$ cat src/rtl/multicycle_ctrl.sv
// Multi-cycle sequencer for the register-file/ALU/RAM datapath: fetch, decode and step
// addi/add/sub/lw/beq/bne through FETCH/DECODE/EXEC/MEM; any other encoding traps.
module multicycle_ctrl #(
   parameter int unsigned           DATA_WIDTH = 32,
   parameter logic [DATA_WIDTH-1:0] RESET_PC   = '0
) (
   input  logic                  clk,
   input  logic                  rst_n,
   output logic                  instr_req,
   output logic [DATA_WIDTH-1:0] instr_addr,
   input  logic                  instr_valid,
   input  logic [31:0]           instr,
   output logic                  mem_req,
   input  logic                  mem_valid,
   input  logic                  EQ,
   output logic                  ALUsrc,
   output logic [2:0]            ALUctrl,
   output logic                  RegWriteSrc,
   output logic                  RegWrite,
   output logic [4:0]            rs1,
   output logic [4:0]            rs2,
   output logic [4:0]            rd,
   output logic [DATA_WIDTH-1:0] ImmOp,
   output logic [DATA_WIDTH-1:0] pc,
   output logic [31:0]           retired,
   output logic                  illegal
);
   localparam logic [2:0]            AluAdd = 3'b000;
   localparam logic [2:0]            AluSub = 3'b001;
   localparam logic [DATA_WIDTH-1:0] PcStep = DATA_WIDTH'(4);

   typedef enum logic [2:0] {StFetch, StDecode, StExec, StMem, StTrap} state_e;
   typedef enum logic [2:0] {OpIllegal, OpAddi, OpAdd, OpSub, OpLw, OpBeq, OpBne} op_e;

   state_e                state_q, state_d;
   logic [31:0]           ir_q, ir_d;
   logic [DATA_WIDTH-1:0] pc_q, pc_d;
   logic [DATA_WIDTH-1:0] imm_q, imm_d;
   logic [31:0]           retired_q, retired_d;

   op_e                   op;
   logic [DATA_WIDTH-1:0] imm_i, imm_b;
   logic                  rd_nz;
   logic                  fetch_req;

   assign imm_i = {{(DATA_WIDTH-12){ir_q[31]}}, ir_q[31:20]};
   assign imm_b = {{(DATA_WIDTH-13){ir_q[31]}}, ir_q[31], ir_q[7], ir_q[30:25], ir_q[11:8], 1'b0};
   assign rd_nz = (ir_q[11:7] != 5'd0);

   always_comb begin
      op = OpIllegal;
      case (ir_q[6:0])
         7'b0010011: begin
            if (ir_q[14:12] == 3'b000) op = OpAddi;
         end
         7'b0110011: begin
            if (ir_q[14:12] == 3'b000) begin
               if (ir_q[31:25] == 7'b0000000) op = OpAdd;
               else if (ir_q[31:25] == 7'b0100000) op = OpSub;
            end
         end
         7'b0000011: begin
            if (ir_q[14:12] == 3'b010) op = OpLw;
         end
         7'b1100011: begin
            if (ir_q[14:12] == 3'b000) op = OpBeq;
            else if (ir_q[14:12] == 3'b001) op = OpBne;
         end
         default: op = OpIllegal;
      endcase
   end

   always_comb begin
      state_d     = state_q;
      ir_d        = ir_q;
      pc_d        = pc_q;
      imm_d       = imm_q;
      retired_d   = retired_q;
      fetch_req   = 1'b0;
      mem_req     = 1'b0;
      ALUsrc      = 1'b0;
      ALUctrl     = AluAdd;
      RegWriteSrc = 1'b0;
      RegWrite    = 1'b0;
      rs1         = 5'd0;
      rs2         = 5'd0;
      rd          = 5'd0;
      unique case (state_q)
         StFetch: begin
            fetch_req = 1'b1;
            if (instr_valid) begin
               ir_d    = instr;
               state_d = StDecode;
            end
         end
         StDecode: begin
            rs1     = ir_q[19:15];
            rs2     = ir_q[24:20];
            rd      = ir_q[11:7];
            imm_d   = (op == OpBeq || op == OpBne) ? imm_b : imm_i;
            state_d = (op == OpIllegal) ? StTrap : StExec;
         end
         StExec: begin
            rs1       = ir_q[19:15];
            rs2       = ir_q[24:20];
            rd        = ir_q[11:7];
            state_d   = StFetch;
            pc_d      = pc_q + PcStep;
            retired_d = retired_q + 32'd1;
            case (op)
               OpAddi: begin
                  ALUsrc   = 1'b1;
                  RegWrite = rd_nz;
               end
               OpAdd: RegWrite = rd_nz;
               OpSub: begin
                  ALUctrl  = AluSub;
                  RegWrite = rd_nz;
               end
               OpBeq, OpBne: begin
                  ALUctrl = AluSub;
                  if ((op == OpBeq && EQ) || (op == OpBne && !EQ)) pc_d = pc_q + imm_q;
               end
               OpLw: begin
                  ALUsrc    = 1'b1;
                  state_d   = StMem;
                  pc_d      = pc_q;
                  retired_d = retired_q;
               end
               default: begin
                  state_d   = StTrap;
                  pc_d      = pc_q;
                  retired_d = retired_q;
               end
            endcase
         end
         StMem: begin
            rs1         = ir_q[19:15];
            rs2         = ir_q[24:20];
            rd          = ir_q[11:7];
            mem_req     = 1'b1;
            ALUsrc      = 1'b1;
            RegWriteSrc = 1'b1;
            // The write lands on the same edge that accepts the read data.
            RegWrite    = mem_valid & rd_nz;
            if (mem_valid) begin
               pc_d      = pc_q + PcStep;
               retired_d = retired_q + 32'd1;
               state_d   = StFetch;
            end
         end
         StTrap:  state_d = StTrap;
         default: state_d = StTrap;
      endcase
   end

   always_ff @(posedge clk or negedge rst_n) begin
      if (!rst_n) begin
         state_q   <= StFetch;
         ir_q      <= '0;
         pc_q      <= RESET_PC;
         imm_q     <= '0;
         retired_q <= '0;
      end else begin
         state_q   <= state_d;
         ir_q      <= ir_d;
         pc_q      <= pc_d;
         imm_q     <= imm_d;
         retired_q <= retired_d;
      end
   end

   // Gated by rst_n so the request drops the moment reset asserts.
   assign instr_req  = fetch_req & rst_n;
   assign instr_addr = pc_q;
   assign pc         = pc_q;
   assign retired    = retired_q;
   assign illegal    = (state_q == StTrap);
   assign ImmOp      = (state_q == StTrap) ? '0 : imm_q;
endmodule

$ cat config.mk
export PLATFORM = sky130hd
export DESIGN_NAME = multicycle_ctrl
export DESIGN_NICKNAME = d
export VERILOG_FILES = /design/src/rtl/multicycle_ctrl.sv
export SDC_FILE = /design/constraint.sdc
export NUM_CORES = 1
export LEC_CHECK = 0
export CAP_MARGIN = 25
export CORE_MARGIN = 2
export CORE_UTILIZATION = 54
export DETAILED_ROUTE_END_ITERATION = 16
export GPL_TIMING_DRIVEN = 0
export PLACE_DENSITY = 0.87
export REMOVE_ABC_BUFFERS = 1
export SETUP_SLACK_MARGIN = 0.05
export SYNTH_ARGS = -nofsm -noshare
export SYNTH_HDL_FRONTEND = slang
export SYNTH_SLANG_ARGS = --single-unit
$ cat constraint.sdc
create_clock -name clk -period 6.5 [get_ports clk]
set_input_delay 1.95 -clock clk [delete_from_list [all_inputs] [get_ports clk]]
set_output_delay 1.95 -clock clk [all_outputs]
set_load 0.03 [all_outputs]
==> run_results.csv, run 1 <==
group,metric,value,unit
global_routing,grt_pass1_wl,30100,um
die,die-area,14800,um^2
synthesis,synth_top_area_share,37.4,%
timing,fin_tns_setup,0,ns
cells_and_area,layout-drive-gt1-share,8.52,%
detailed_routing,viasPerCell,5.72,
clock_network,htreeDepth,3,
critical_path,start_kind,"input pin",
placement,dp_hpwl,13800,um
timing,hold_violations,0,
critical_path,path_class,"in2out",
synthesis,syn_area,7490,um^2
synthesis,synth_most_common_cell,"dfrtp_1",
detailed_routing,drc,0,
hold_path,hold_class,"reg2reg",
timing,timing.final.crit_share,81.6,%
cells_and_area,stdcell_count,1142,
run,drv_cap,0,
global_routing,grt-ovfl-total,0,
synthesis,synth_top_cell_by_area,"dfrtp_1",
synthesis,synth_cells,829,
cells_and_area,fillers,1054,
synthesis,synthArstFlopShare,100,%
clock_network,cts_buffers,9,
power,power.density,216,nW/um^2
clock_network,cts_resized,0,
synthesis,synth_area_leaders,"dfrtp_1 37%, mux2_2 6.0%, ha_1 5.5%, buf_4 5.4%, a21oi_1 5.1%",
critical_path,crit_path_end_kind,"primary output",
timing,slew_headroom,35.0,%
global_routing,track_usage,25.3,%
placement,gp_congestion,0.898,
critical_path,r2r_setup_slack,3.00,ns
detailed_routing,ant_nets,0,
clock_network,cts_hold_buf,0,
placement,port_buffers,186,
die,fp.dieW,122,um
synthesis,ys_types,69,
detailed_routing,drt_iter0_drc,430,
power,max-vdd-ir-drop,0.226,mV
status,status,"finished clean",
synthesis,yosysWarnings,0,
timing,worst_pin_slew,0.975,ns
placement,placedCellCount,1124,
critical_path,worstPathMaxFanout,48,
synthesis,avgSynthCellArea,9.04,um^2
timing,clock_skew,0.0112,ns
timing,fmax,189,MHz
cells_and_area,n_antenna_cell,0,
timing,rsz0062_at_grt,"false",
global_routing,grt_pass1_vias,6191,
timing,maxSlewViolCount,0,
clock_network,cts_setup_buffers,0,
global_routing,antenna_found_initial,0,
global_routing,grt_max_degree,67,
die,start_util,54.6,%
detailed_routing,vias,6537,
detailed_routing,wl,18600,um
clock_network,clkLatencyLatePin,0.36,ns
timing,setup_viol,0,
die,coreArea,13700,um^2
clock_network,cts_sinks,112,
cells_and_area,layout.nets,1028,
clock_network,clk_path_buf_depth,2,
synthesis,ys_seq_elements,112,
detailed_routing,first_pass_iters,5,
critical_path,cp_data_required_time,4.55,ns
die,die_h,122,um
clock_network,cts_root_buf,"clkbuf_16",
die,rows,43,
synthesis,synth_flop_cell,"dfrtp_1",
power,power_leakage,3.95,nW
die,ios,189,
clock_network,clk_pin_slew,0.07,ns
cells_and_area,syn_to_final_growth,27.3,%
critical_path,cp.arrival,3.35,ns
detailed_routing,wl_per_cell,16.2,um
synthesis,synth-edff-count,0,
synthesis,ys_seq_area_share,37.4,%
timing,layout_min_cycle_time,5.30,ns
clock_network,cts_tree,"built",
synthesis,synthTopCellsByCount,"112 x dfrtp_1, 77 x a21oi_1, 76 x nand2_1",
-- per-stage QoR --
step                      power, W  hold WS (ns)  worst slack, ns  util (%)  instance area (um^2)
after floorplan            0.00129         0.472            -4.21         -                  6990
after CTS                  0.00207         0.477             1.15      69.2                  9500
after global routing       0.00217         0.495             1.02      69.5                  9530
after detailed placement   0.00147         0.463             1.17      66.9                  9180
final                      0.00206         0.473             1.20      69.5                  9530
after global placement     0.00144         0.460            -2.86      66.2                  9080
-- per-layer routing --
| layer | GRT usage, % | wire (um) |
|---|---|---|
| met1 | 31.1 | 7650 |
| met2 | 44.3 | 9560 |
| met4 | 7.40 | 328 |
| met5 | 0 | 0 |
| met3 | 5.85 | 1010 |
-- final timing paths --
check	start	cells after the start	endpoint
hold / removal	retired[31]	1	retired[31]
hold reg to reg	retired[31]	1	retired[31]
setup / recovery	rst_n	3	instr_req
min in group asynchronous	rst_n	1	retired[6]
max in group asynchronous	rst_n	2	instr_addr[5]
setup reg to reg	imm_q[12]	10	instr_addr[30]
-- critical path: stages --
cell and delay, ns:
buf_6 0.34, nor4b_1 0.29, clkdlybuf4s50_1 0.74
-- cell families (layout without fill, tap and decap cells) --
| logic type | Yosys count | in the layout | synth area share [%] |
|---|---|---|---|
| AO/OA/AOI/OAI | 195 | 195 | 15.8 |
| XOR/XNOR | 57 | 57 | 6.66 |
| adder cells (fa/ha/maj) | 34 | 34 | 5.78 |
| buffers and inverters | 95 | 227 | 7.52 |
| flip-flops | 112 | 112 | 37.4 |
| multiplexers | 46 | 46 | 6.81 |
| other | 1 | 2 | 0.0501 |
| AND/OR/NAND/NOR | 289 | 289 | 19.9 |
-- cell type report --
cell class	count	area, um^2	area share, %
clock buffer	12	256	2.69
timing repair buffer	195	1990	20.9
sequential	112	2800	29.4
multi-input combinational	623	4140	43.4
clock inverter	4	58.8	0.617
tap	180	225	2.36
inverter	16	60.1	0.630
-- power breakdown --
part	internal (W)	leakage [nW]	switching [W]
Combinational	0.000266	2.34	0.000289
Clock	0.000326	0.156	0.000261
Sequential	0.000799	1.45	0.000116
Total	0.00139	3.95	0.000666
-- cells in the final DEF (no fill, tap or decap), types with 4 or more instances in the layout --
master / n
a211oi_1: 7
dfrtp_1: 112
nor2_1: 64
xnor2_1: 42
buf_4: 5
ha_1: 33
nor2b_1: 16
o21ai_0: 45
clkbuf_16: 9
mux2i_1: 6
a21o_1: 10
a21oi_1: 77
mux2_2: 40
nand2_1: 76
and2_1: 19
and4_1: 4
nand3b_1: 4
nor3_1: 14
and3_1: 12
xor2_1: 15
inv_1: 16
clkdlybuf4s50_1: 185
nand2b_1: 8
nand3_1: 38
nand4_1: 13
o21bai_1: 5
o22ai_1: 10
a31oi_1: 4
-- flip-flops by register name, summed over array words and instances, names as in the netlist --
name        cells
retired        32
ir_q           32
state_q         3
imm_q          13
instr_addr     32
(Power assumes the default switching activity.)
==> inputs of run 2 (changes only) <==
CORE_UTILIZATION = 50   (was 54)
PLACE_DENSITY = 0.81   (was 0.87)
clock period = 5.1 ns   (was 6.5 ns; I/O delays follow)
==> run_results.csv, run 2 (same netlist as run 1, synthesis figures left out) <==
group,metric,value,unit
power,power_switching,0.000854,W
timing,rsz0062_at_grt,"false",
clock_network,cts_sinks,112,
critical_path,cp_data_required_time,3.57,ns
detailed_routing,first_pass_iters,5,
placement,dp_hpwl,13300,um
cells_and_area,final_common_cell,"clkdlybuf4s50_1",
run,drv_cap,0,
critical_path,path_class,"in2out",
critical_path,crit_buf_inv,3,
cells_and_area,layout.nets,1028,
global_routing,grt_max_degree,98,
critical_path,start_kind,"input pin",
power,intPower,0.00176,W
cells_and_area,n_antenna_cell,0,
detailed_routing,drt_iter0_drc,349,
power,p_clk_share,28.8,%
detailed_routing,wl,18000,um
global_routing,antenna_found_initial,0,
power,seqPwrFrac,44.4,%
clock_network,cts_root_buf,"clkbuf_16",
timing,clock_skew,0.0110,ns
global_routing,grt_pass1_wl,29800,um
timing,worst_pin_slew,0.942,ns
cells_and_area,layout-drive-gt1-share,8.63,%
timing,hold-worst-slack,0.475,ns
clock_network,htreeDepth,3,
timing,hold_violations,0,
global_routing,track_usage,22.5,%
die,die_h,126,um
clock_network,clkLatencyLatePin,0.36,ns
timing,timing.final.crit_share,92.7,%
critical_path,crit_path_end_kind,"primary output",
critical_path,cp_top_family,"buffers and inverters",
placement,port_buffers,186,
global_routing,grt_pass1_vias,6008,
critical_path,cp_slowest_stage_delay,0.74,ns
power,combPwrFrac,26.9,%
cells_and_area,final_util,65.4,%
power,power_leakage,3.95,nW
critical_path,worstPathCellList,"buf_6, buf_16, nor4b_1, clkdlybuf4s50_1",
power,max-vdd-ir-drop,0.232,mV
die,start_util,51.3,%
detailed_routing,ant_nets,0,
placement,dp_slack,0.330,ns
detailed_routing,wl_per_cell,15.7,um
global_routing,grt-ovfl-total,0,
die,die-area,16000,um^2
clock_network,cts_resized,0,
clock_network,clk_path_buf_depth,2,
critical_path,cp_slowest_cell,"clkdlybuf4s50_1",
hold_path,hold_class,"reg2reg",
power,switching_share,32.7,%
detailed_routing,vias,6350,
die,fp.dieW,126,um
clock_network,cts_tree,"built",
timing,layout_setup_ws,0.371,ns
status,status,"finished clean",
clock_network,cts_buffers,9,
timing,fin_tns_setup,0,ns
cells_and_area,fin_area,9540,um^2
timing,maxSlewViolCount,0,
timing,setup_viol,0,
critical_path,worstPathMaxFanout,97,
die,rows,44,
cells_and_area,layout_common_cells,"185 x clkdlybuf4s50_1, 112 x dfrtp_1, 77 x a21oi_1",
critical_path,cp.arrival,3.20,ns
detailed_routing,drc,0,
die,coreArea,14600,um^2
placement,place_area,9190,um^2
timing,layout_min_cycle_time,4.73,ns
die,ios,189,
clock_network,cts_setup_buffers,0,
timing,fmax,211,MHz
cells_and_area,syn_to_final_growth,27.3,%
detailed_routing,viasPerCell,5.54,
timing,slew_headroom,37.2,%
clock_network,cts_hold_buf,0,
clock_network,clk_pin_slew,0.07,ns
power,power.density,274,nW/um^2
cells_and_area,fillers,1175,
placement,gp_congestion,0.903,
run 2: area by class of cell:
cell class                 instances  area [um^2]  share of cell area, %
tap                              184          230                   2.41
sequential                       112         2800                   29.4
clock inverter                     6         75.1                  0.787
clock buffer                      10          239                   2.51
timing repair buffer             195         1990                   20.9
inverter                          16         60.1                  0.630
multi-input combinational        623         4140                   43.4
run 2: power by group through the flow:
| stage | clock, W | sequential [W] | combinational, W |
|---|---|---|---|
| 2_1_floorplan | 0 | 0.00112 | 0.000519 |
| 3_3_place_gp | 0 | 0.00117 | 0.000676 |
| 3_5_place_dp | 0 | 0.00118 | 0.000698 |
| 4_1_cts | 0.000765 | 0.00116 | 0.000703 |
| 5_1_grt | 0.000798 | 0.00118 | 0.000771 |
| 6_report | 0.000752 | 0.00116 | 0.000701 |
run 2: path summary, 6_finish.rpt:
check | from | end | slack (ns) | cells after the start
worst max-delay path | rst_n | instr_req | 0.37 | 4
worst min-delay path | retired[31] | retired[31] | 0.47 | 1
worst max register to register | imm_q[12] | instr_addr[30] | 1.65 | 10
worst min register to register | retired[31] | retired[31] | 0.47 | 1
max in group asynchronous | rst_n | ir_q[22] | 3.41 | 2
min in group asynchronous | rst_n | instr_addr[17] | 0.99 | 1
run 2: layer usage:
metal / up-vias / GRT usage [%] / routed length (um)
met5: - / 0 / 0
met2: 175 / 39.3 / 8980
met3: 12 / 3.29 / 926
met1: 3017 / 29.4 / 7930
li1: 3146 / - / -
met4: 0 / 5.88 / 204
run 2: worst reg2reg max path, delay by kind of cell (launching register included):
| family | cells | cell delay, ns |
|---|---|---|
| flip-flops | 1 | 0.96 |
| AND/OR/NAND/NOR | 1 | 0.06 |
| AO/OA/AOI/OAI | 7 | 1.72 |
| XOR/XNOR | 1 | 0.17 |
| adder cells (fa/ha/maj) | 1 | 0.40 |
run 2: per-stage QoR:
step                      instances  power [W]
final                          1146    0.00261
after global routing           1146    0.00275
after floorplan                 751    0.00164
after detailed placement       1128    0.00187
after CTS                      1144    0.00263
after global placement         1121    0.00184
==> inputs of run 3 (changes only) <==
SETUP_SLACK_MARGIN = not set   (was 0.05)
==> results of run 3 <==
The final DEF is identical to that of run 2; final timing and power are the same.
